[src/rtl/match_report_pkg.sv]
// Shared types and default sizes for the match report collector.
package match_report_pkg;

  localparam int OFFSET_W_DEF   = 32;
  localparam int COUNT_W_DEF    = 32;
  localparam int FIFO_DEPTH_DEF = 8;

  typedef enum logic [1:0] {
    ST_STREAM,
    ST_DRAIN,
    ST_EOS,
    ST_DONE
  } state_t;

  typedef struct packed {
    logic [OFFSET_W_DEF-1:0] offset;
    logic                    eos;
  } report_t;

endpackage

[src/rtl/report_fifo.sv]
// Synchronous FIFO for queued match offsets.
module report_fifo #(
  parameter int W     = 32,
  parameter int DEPTH = 8
) (
  input  logic         clock,
  input  logic         reset_n,
  input  logic         push,
  input  logic         pop,
  input  logic [W-1:0] wdata,
  output logic [W-1:0] rdata,
  output logic         full,
  output logic         empty
);

  localparam int AW = $clog2(DEPTH);

  logic [W-1:0]  r_mem [DEPTH];
  logic [AW-1:0] r_wptr;
  logic [AW-1:0] r_rptr;
  logic [AW:0]   r_cnt;
  logic          w_wr;
  logic          w_rd;

  // DEPTH is a power of two, so the count MSB is the full flag
  assign full  = r_cnt[AW];
  assign empty = (r_cnt == '0);
  assign rdata = r_mem[r_rptr];
  assign w_rd  = pop && !empty;
  assign w_wr  = push && (!full || w_rd);

  always_ff @(posedge clock) begin
    if (w_wr) r_mem[r_wptr] <= wdata;
  end

  always_ff @(posedge clock) begin
    if (!reset_n) begin
      r_wptr <= '0;
      r_rptr <= '0;
      r_cnt  <= '0;
    end else begin
      if (w_wr) r_wptr <= r_wptr + 1'b1;
      if (w_rd) r_rptr <= r_rptr + 1'b1;
      if (w_wr && !w_rd)
        r_cnt <= r_cnt + 1'b1;
      else if (w_rd && !w_wr)
        r_cnt <= r_cnt - 1'b1;
    end
  end

endmodule

[src/rtl/match_report_collector.sv]
// Collects matcher hits into offset reports, then emits an EOS record.
module match_report_collector
  import match_report_pkg::*;
#(
  parameter int OFFSET_W   = OFFSET_W_DEF,
  parameter int COUNT_W    = COUNT_W_DEF,
  parameter int FIFO_DEPTH = FIFO_DEPTH_DEF
) (
  input  logic                clock,
  input  logic                reset_n,
  input  logic                in_valid,
  input  logic                in_result,
  input  logic                in_last,
  output logic                in_ready,
  output logic                rpt_valid,
  input  logic                rpt_ready,
  output logic [OFFSET_W-1:0] rpt_offset,
  output logic                rpt_eos,
  output logic [COUNT_W-1:0]  match_count,
  output logic [COUNT_W-1:0]  drop_count,
  output logic                overflow,
  output logic                done
);

  state_t              r_state;
  logic [OFFSET_W-1:0] r_offset;
  logic [COUNT_W-1:0]  r_match;
  logic [COUNT_W-1:0]  r_drop;
  logic                r_ovf;

  logic                w_accept;
  logic                w_restart;
  logic                w_qphase;
  logic                w_push;
  logic                w_pop;
  logic                w_drop;
  logic                w_full;
  logic                w_empty;
  logic [OFFSET_W-1:0] w_base;
  logic [OFFSET_W-1:0] w_head;
  logic [COUNT_W-1:0]  w_mbase;
  logic [COUNT_W-1:0]  w_dbase;

  assign in_ready  = (r_state == ST_STREAM) ||
                     (r_state == ST_DONE);
  assign w_accept  = in_valid && in_ready;
  assign w_restart = w_accept && (r_state == ST_DONE);
  assign w_qphase  = (r_state == ST_STREAM) ||
                     (r_state == ST_DRAIN);

  assign rpt_valid = w_qphase ? !w_empty
                              : (r_state == ST_EOS);
  assign rpt_eos   = (r_state == ST_EOS);
  assign rpt_offset = rpt_eos   ? r_offset :
                      rpt_valid ? w_head   : '0;

  assign w_pop  = w_qphase && rpt_valid && rpt_ready;
  assign w_push = w_accept && in_result;
  assign w_drop = w_push && w_full && !w_pop;

  // The first byte after DONE starts a fresh stream from zero
  assign w_base  = w_restart ? '0 : r_offset;
  assign w_mbase = w_restart ? '0 : r_match;
  assign w_dbase = w_restart ? '0 : r_drop;

  assign match_count = r_match;
  assign drop_count  = r_drop;
  assign overflow    = r_ovf;
  assign done        = (r_state == ST_DONE);

  report_fifo #(
    .W     (OFFSET_W),
    .DEPTH (FIFO_DEPTH)
  ) u_fifo (
    .clock   (clock),
    .reset_n (reset_n),
    .push    (w_push),
    .pop     (w_pop),
    .wdata   (w_base),
    .rdata   (w_head),
    .full    (w_full),
    .empty   (w_empty)
  );

  always_ff @(posedge clock) begin
    if (!reset_n) begin
      r_state  <= ST_STREAM;
      r_offset <= '0;
      r_match  <= '0;
      r_drop   <= '0;
      r_ovf    <= 1'b0;
    end else begin
      if (w_accept) begin
        r_offset <= w_base + 1'b1;
        r_match  <= (w_push && (w_mbase != '1))
                    ? w_mbase + 1'b1 : w_mbase;
        r_drop   <= (w_drop && (w_dbase != '1))
                    ? w_dbase + 1'b1 : w_dbase;
        r_ovf    <= (r_ovf && !w_restart) || w_drop;
      end
      unique case (r_state)
        ST_STREAM, ST_DONE: begin
          if (w_accept)
            r_state <= in_last ? ST_DRAIN : ST_STREAM;
        end
        ST_DRAIN: begin
          if (w_empty) r_state <= ST_EOS;
        end
        ST_EOS: begin
          if (rpt_ready) r_state <= ST_DONE;
        end
      endcase
    end
  end

endmodule

[config.mk]
export PLATFORM = sky130hd
export DESIGN_NAME = match_report_collector
export DESIGN_NICKNAME = d
export VERILOG_FILES = /design/src/rtl/match_report_pkg.sv /design/src/rtl/report_fifo.sv /design/src/rtl/match_report_collector.sv
export SDC_FILE = /design/constraint.sdc
export NUM_CORES = 1
export LEC_CHECK = 0
export ABC_AREA = 1
export BUFFER_PORTS_ARGS = -buffer_cell sky130_fd_sc_hd__buf_2
export CORE_MARGIN = 2
export CORE_UTILIZATION = 25
export CTS_CLUSTER_DIAMETER = 150
export DETAILED_ROUTE_END_ITERATION = 8
export GPL_TIMING_DRIVEN = 0
export HOLD_SLACK_MARGIN = 0.12
export PLACE_DENSITY_LB_ADDON = 0.2
export SETUP_SLACK_MARGIN = 0.05
export SYNTH_ARGS = -nofsm -noshare
export SYNTH_HDL_FRONTEND = slang
export SYNTH_HIERARCHICAL = 1
export SYNTH_SLANG_ARGS = --single-unit
export TNS_END_PERCENT = 20
[constraint.sdc]
create_clock -name clock -period 11.1 [get_ports clock]
set_input_delay 1.665 -clock clock [delete_from_list [all_inputs] [get_ports clock]]
set_output_delay 1.665 -clock clock [all_outputs]
set_load 0.01 [all_outputs]
# Word-level counts from Yosys, hierarchy flattened
# Memories as Yosys holds them, arrays and structs flattened. A register that Yosys moved wholly into a read port is not among the register bits.
# Index checks and enable logic that the tools add are counted.
op_classes:
  add_sub_neg: 7
  n_eq_ne: 8
  muxes: 19
  n_reduce_logical: 29
ops:
  columns: ["op", "n"]
  rows:
  - ["2-to-1 mux 32 bit", 7]
  - ["adder 32 x 1 -> 32 bit, second input constant", 3]
  - ["inequality test 32 bit, second input constant", 2]
  - ["logical AND 1 bit", 14]
  - ["2-to-1 mux 4 bit", 2]
  - ["adder 3 x 1 -> 3 bit, second input constant", 2]
  - ["logical NOT 1 bit", 6]
  - ["2-to-1 mux 2 bit", 3]
  - ["2-to-1 mux 3 bit", 2]
  - ["one-hot mux 2 bit (3 select lines)", 1]
  - ["adder 4 x 1 -> 4 bit, second input constant", 1]
  - ["== test 2 bit, second input constant", 2]
  - ["logical NOT 4 bit", 1]
  - ["logical OR 1 bit", 4]
  - ["2-to-1 mux 1 bit", 4]
  - ["inequality test 2 bit, second input constant", 2]
  - ["subtractor 4 x 1 -> 4 bit, second input constant", 1]
  - ["AND reduction 3 bit", 1]
  - ["== test 2 x 1 -> 1 bit, second input constant", 1]
  - ["logical NOT 2 bit", 1]
  - ["inequality test 2 x 1 -> 1 bit, second input constant", 1]
  - ["nonzero test 2 bit", 1]
  - ["OR reduction 2 bit", 1]
word_totals:
  regBits: 109
  ramBits: 256
  inputBits: 6
  output_inout_bits: 101
  wordCells: 72
  n_memories: 1
memory_table:
  columns: ["name", "depth", "word_bits", "rd", "rd_ports_with_merged_regs", "wr", "line", "rtl"]
  rows:
  - ["u_fifo.r_mem", 8, 32, 1, 1, 1, "report_fifo.sv:18", "logic [W-1:0] r_mem [DEPTH];"]

# Depth between registers and ports, before layout
logic_depth:
  ltp_word: 12
  mapped_depth: 20
  depth_no_buf: 19

# By module
# Netlist, hierarchy kept.
by_module_without_submodules:
  columns: ["mod", "n_inst", "cells_each", "area_each_um2", "seq_area_each_um2"]
  rows:
  - ["report_fifo", 1, 941, 10872.9, 7947.6]
  - ["match_report_collector", 1, 1251, 7352.1, 1981.9]

# Least setup slack after synthesis
# OpenSTA, ideal clock, no wires.
synth_path:
  path_kind: "input port to flip-flop"
  startpoint: "in in_valid"
  endpoint: "mem u_fifo.r_mem[0][0] (enable)"
  setup_ps: 421
  arrival_ps: 4203
  t_required_ps: 10679
  setup_slack_ps: 6476
  cell_stages: 8
  n_path_buf: 1
  path_cell_list: "nand2_2 inv_2 nand2_2 inv_2 clkbuf_1 o21ai_1 or2_2 nor2_1"
synth_between:
  elab_chain_cells: 5
synth_rtl:
  columns: ["element", "line", "rtl"]
  rows:
  - ["start: declaration", "match_report_collector.sv:11", "input logic in_valid,"]
  - ["logical AND 1 bit", "match_report_collector.sv:46", "assign w_accept = in_valid && in_ready;"]
  - ["logical AND 1 bit", "match_report_collector.sv:58", "assign w_push = w_accept && in_result;"]
  - ["net w_push", "match_report_collector.sv:34", "logic w_push;"]
  - ["logical AND 1 bit", "report_fifo.sv:30", "assign w_wr = push && (!full || w_rd);"]
  - ["2-to-1 mux 1 bit", "report_fifo.sv:33", "if (w_wr) r_mem[r_wptr] <= wdata;"]
  - ["2-to-1 mux 1 bit (implied by the code)", "report_fifo.sv:33", null]
  - ["end: declaration", "report_fifo.sv:18", null]
# The timed path passes the listed nets, and every way through them passes these cells.

# Worst setup path in the final report
layout_path:
  startpoint: "reg u_fifo.r_cnt[3]"
  endpoint: "out rpt_offset[3]"
layout_between:
  elab_chain_cells: 5
layout_rtl:
  columns: ["element", "line", "rtl"]
  rows:
  - ["start: declaration", "report_fifo.sv:21", "logic [AW:0] r_cnt;"]
  - ["start signal: assignment", "report_fifo.sv:45", "r_cnt <= r_cnt + 1'b1;"]
  - ["start signal: assignment", "report_fifo.sv:47", "r_cnt <= r_cnt - 1'b1;"]
  - ["logical NOT 4 bit", "report_fifo.sv:27", "assign empty = (r_cnt == '0);"]
  - ["net w_empty", "match_report_collector.sv:38", "logic w_empty;"]
  - ["logical NOT 1 bit", "match_report_collector.sv:51", "assign rpt_valid = w_qphase ? !w_empty"]
  - ["2-to-1 mux 1 bit", "match_report_collector.sv:51", null]
  - ["2-to-1 mux 32 bit", "match_report_collector.sv:55", "rpt_valid ? w_head : '0;"]
  - ["2-to-1 mux 32 bit", "match_report_collector.sv:54", "assign rpt_offset = rpt_eos ? r_offset :"]
  - ["end: declaration", "match_report_collector.sv:17", "output logic [OFFSET_W-1:0] rpt_offset,"]
# The timed path passes the listed nets, and every way through them passes these cells.

==> results.sh <==
export IMPL_tightestPinTransition_ns=0.989
export IMPL_layout_drive_gt1_share_pct=13.1
export IMPL_seq_area_frac_synth_pct=54.5
export IMPL_grt_pass1_wl_um=93900
export IMPL_critPathLaunchType="flip-flop"
export IMPL_worst_path_buf_inv=4
export IMPL_synthFlopType="edfxtp_1"
export IMPL_syn_cell_area_um2=18200
export IMPL_setup_viol=0
export IMPL_power_leakage_nw=8.18
export IMPL_cp_cell_sequence="inv_1, nand3_1, inv_1, o21ai_1, clkbuf_1, nand3_1, o21ai_0, buf_2"
export IMPL_netlist_instances=2192
export IMPL_layout_setup_ws_ns=6.08
export IMPL_maxSlewHeadroom_pct=33.6
export IMPL_skew_ns=0.0149
export IMPL_synth_top_area_share_pct=42.2
export IMPL_gr_total_overflow=0
export IMPL_dieArea_um2=75100
export IMPL_max_freq_mhz=199
export IMPL_internal_power_mw=2.68
export IMPL_seqPwrFrac_pct=37.3
export IMPL_multi_input_area_um2=7160
export IMPL_crit_arrival_ns=3.35
export IMPL_cts_sinks=368
export IMPL_pwr_share_comb_pct=28.5
export IMPL_grt_pass1_vias=14700
export IMPL_fillCellCount=7894
export IMPL_critPathKind="flip-flop to primary output"
export IMPL_clkSlewWorstSetupHoldPaths_ns=0.05
export IMPL_ys_async_sr_fraction_pct=0
export IMPL_p_switching_mw=1.46
export IMPL_synth_seq_cells=368
export IMPL_required_ns=9.44
export IMPL_ant_nets=0
export IMPL_fin_crit_ns=5.02
export IMPL_io_buffers=106
export IMPL_post_cts_buffers=0
export IMPL_period_share_pct=45.2
export IMPL_routedWlPerCell_um=19.0
export IMPL_hp_class="flip-flop to flip-flop"
export IMPL_place_gp_congestion=0.860
export IMPL_wirelength_um=63700
export IMPL_setup_tns_ns=0
export IMPL_crit_fanout=10
export IMPL_drt_pass1_iterations=5
export IMPL_slowest_stage="o21ai_1"
export IMPL_pin_count=107
export IMPL_cts_made_buffers=44
export IMPL_clock_path_buffers=3
export IMPL_cts_tree="yes"
export IMPL_antenna_found_initial=2
export IMPL_antenna_cells=0
export IMPL_num_vias=15400
export IMPL_clk_latency_ns=0.58
export IMPL_dp_hpwl_um=46400
export IMPL_nets=2369
export IMPL_syn_mean_instance_area_um2=8.31
export IMPL_drt_iter0_drc=1045
export IMPL_yosysUniqueCellTypes=44
export IMPL_coreArea_um2=72600
export IMPL_ir_worst_vdd_v=0.000101
export IMPL_die_w_um=274
export IMPL_synth_most_common_cell="nand2_1"
export IMPL_cts_hold_buffers_added=0
export IMPL_cts_root_buf="clkbuf_16"
export IMPL_vias_per_cell=4.61
export IMPL_floorplan_rows=99
export IMPL_htreeDepth=2
export IMPL_synth_common_cells="nand2_1 (539), nor2_1 (464), edfxtp_1 (256)"
export IMPL_synth_area_leaders="edfxtp_1 (42%), dfxtp_1 (12%), nand2_1 (11%), nor2_1 (9.6%), o21ai_0 (4.1%)"
export IMPL_grt_max_degree=27
export IMPL_area_growth_pct=18.6
export IMPL_syn_num_nets=2209
export IMPL_critPathCaptureType="primary output"
export IMPL_totalPowerFinal_mw=4.14
export IMPL_finalHoldViolCount=0
export IMPL_post_cts_resized=0
export IMPL_switching_share_pct=35.3
export IMPL_start_util_pct=25.1
export IMPL_post_place_ws_ns=6.01
export IMPL_synth_warnings=6
export IMPL_status="completed"
export IMPL_cpLargestDelayFamily="compound AO/OA/AOI/OAI gates"
export IMPL_rsz0062_at_grt="no"
export IMPL_drv_cap=0
export IMPL_p_clk_share_pct=34.2
export IMPL_route_detailed_drc=0
export IMPL_synth_edf_count=256
export IMPL_grtUsageTotal_pct=16.7
export IMPL_yosysTopAreaCell="edfxtp_1"
export IMPL_seq_area_um2=9930
export IMPL_die_h_um=274
export IMPL_powerDensity_nw_per_um2=192
export IMPL_finalMaxSlewViolations=0
export IMPL_cpPeakStageDelay_ns=0.78
-- worst paths after layout --
kind / from / end / slack (ns) / depth (start not counted)
worst max-delay path: u_fifo/r_cnt[3] / rpt_offset[3] / 6.08 / 8
worst min-delay path: overflow / overflow / 0.47 / 2
worst max register to register: u_fifo/r_cnt[3] / u_fifo/r_mem[2][21] / 6.75 / 9
worst min register to register: overflow / overflow / 0.47 / 2
-- power groups by stage --
stage / Combinational (mW) / Sequential (mW) / Clock, mW
floorplan: 0.706 / 1.57 / 0
global placement: 1.19 / 1.58 / 0
finish: 1.18 / 1.55 / 1.42
detailed placement: 1.19 / 1.57 / 0
global route: 1.30 / 1.55 / 1.50
CTS: 1.20 / 1.54 / 1.45
-- worst register-to-register path, cell delays in order, from the launching register on --
cell,delay (ns)
dfxtp_1,0.39
inv_1,0.10
nand3_1,0.21
inv_1,0.14
o21ai_1,0.79
nor2b_1,0.73
o21ai_1,0.30
or2_2,0.46
nor2_4,0.68
buf_16,0.25
-- per-stage QoR --
step	utilization, %	cells	hold WS (ns)	area [µm²]
4_1_cts	29.8	3347	0.468	21600
6_report	29.8	3347	0.467	21600
3_3_place_gp	27.5	3257	0.455	20000
2_1_floorplan	-	2192	0.445	18200
5_1_grt	29.8	3347	0.503	21600
3_5_place_dp	27.9	3265	0.459	20200
-- cell usage in the layout, fill, tap and decap left out, types with 3 or more instances in the layout --
cell type,Yosys,routed
nor3_2,3,3
buf_16,0,6
buf_2,23,129
xnor2_1,3,3
nand2_2,10,10
a22oi_1,3,3
nor2_4,9,17
nor3_1,31,31
clkinv_1,0,8
nand3b_1,8,8
nor2_2,15,15
buf_4,5,5
edfxtp_1,256,256
a21oi_1,69,69
clkinv_2,0,10
nor2_1,464,456
buf_6,23,23
clkbuf_2,8,8
nand2_1,539,539
clkbuf_16,0,44
ha_1,10,10
inv_1,135,135
inv_2,11,11
nor4_1,7,7
xor2_1,22,22
nor3b_1,3,3
buf_12,1,3
dfxtp_1,112,112
clkbuf_8,0,3
buf_1,12,12
clkbuf_1,30,41
nand2_4,3,3
o21ai_0,151,151
o21ai_1,44,44
nand4_1,17,17
nand3_1,139,139
nand3_2,10,10
bufinv_16,0,3
-- kinds of logic after synthesis --
logic type / Yosys count / synth area share, %
and+or+nand+nor: 1266 / 29.4
xor gates and xnor gates: 25 / 1.20
buffers and inverters: 249 / 6.54
AOI/OAI and AO/OA: 273 / 7.61
adders and majority gates: 11 / 0.796
DFF: 368 / 54.5
-- final cells by class --
cell class                 count  share of cell area, %
multi-input combinational   1575                   33.1
buffer                       103                   2.98
timing repair buffer         114                   3.40
clock buffer                  58                   5.47
tap                          959                   5.55
clock inverter                24                  0.995
sequential                   368                   45.9
inverter                     146                   2.53
-- per-layer routing --
metal  vias to the layer above  GRT usage (%)  share of wire (%)
li1                       7570              -                  -
met1                      7351           22.6                 45
met2                       407           27.8                 47
met3                        93           2.01                5.3
met4                         0           4.89                2.5
met5                         -              0                  0
-- registers in the layout (all words and copies together), names as in the netlist, named ones only --
register	count
u_fifo/r_wptr	3
match_count	32
u_fifo/r_rptr	3
drop_count	32
overflow	1
u_fifo/r_cnt	4
r_offset	32
r_state	2
u_fifo/r_mem	256
(Power assumes the default switching activity.)
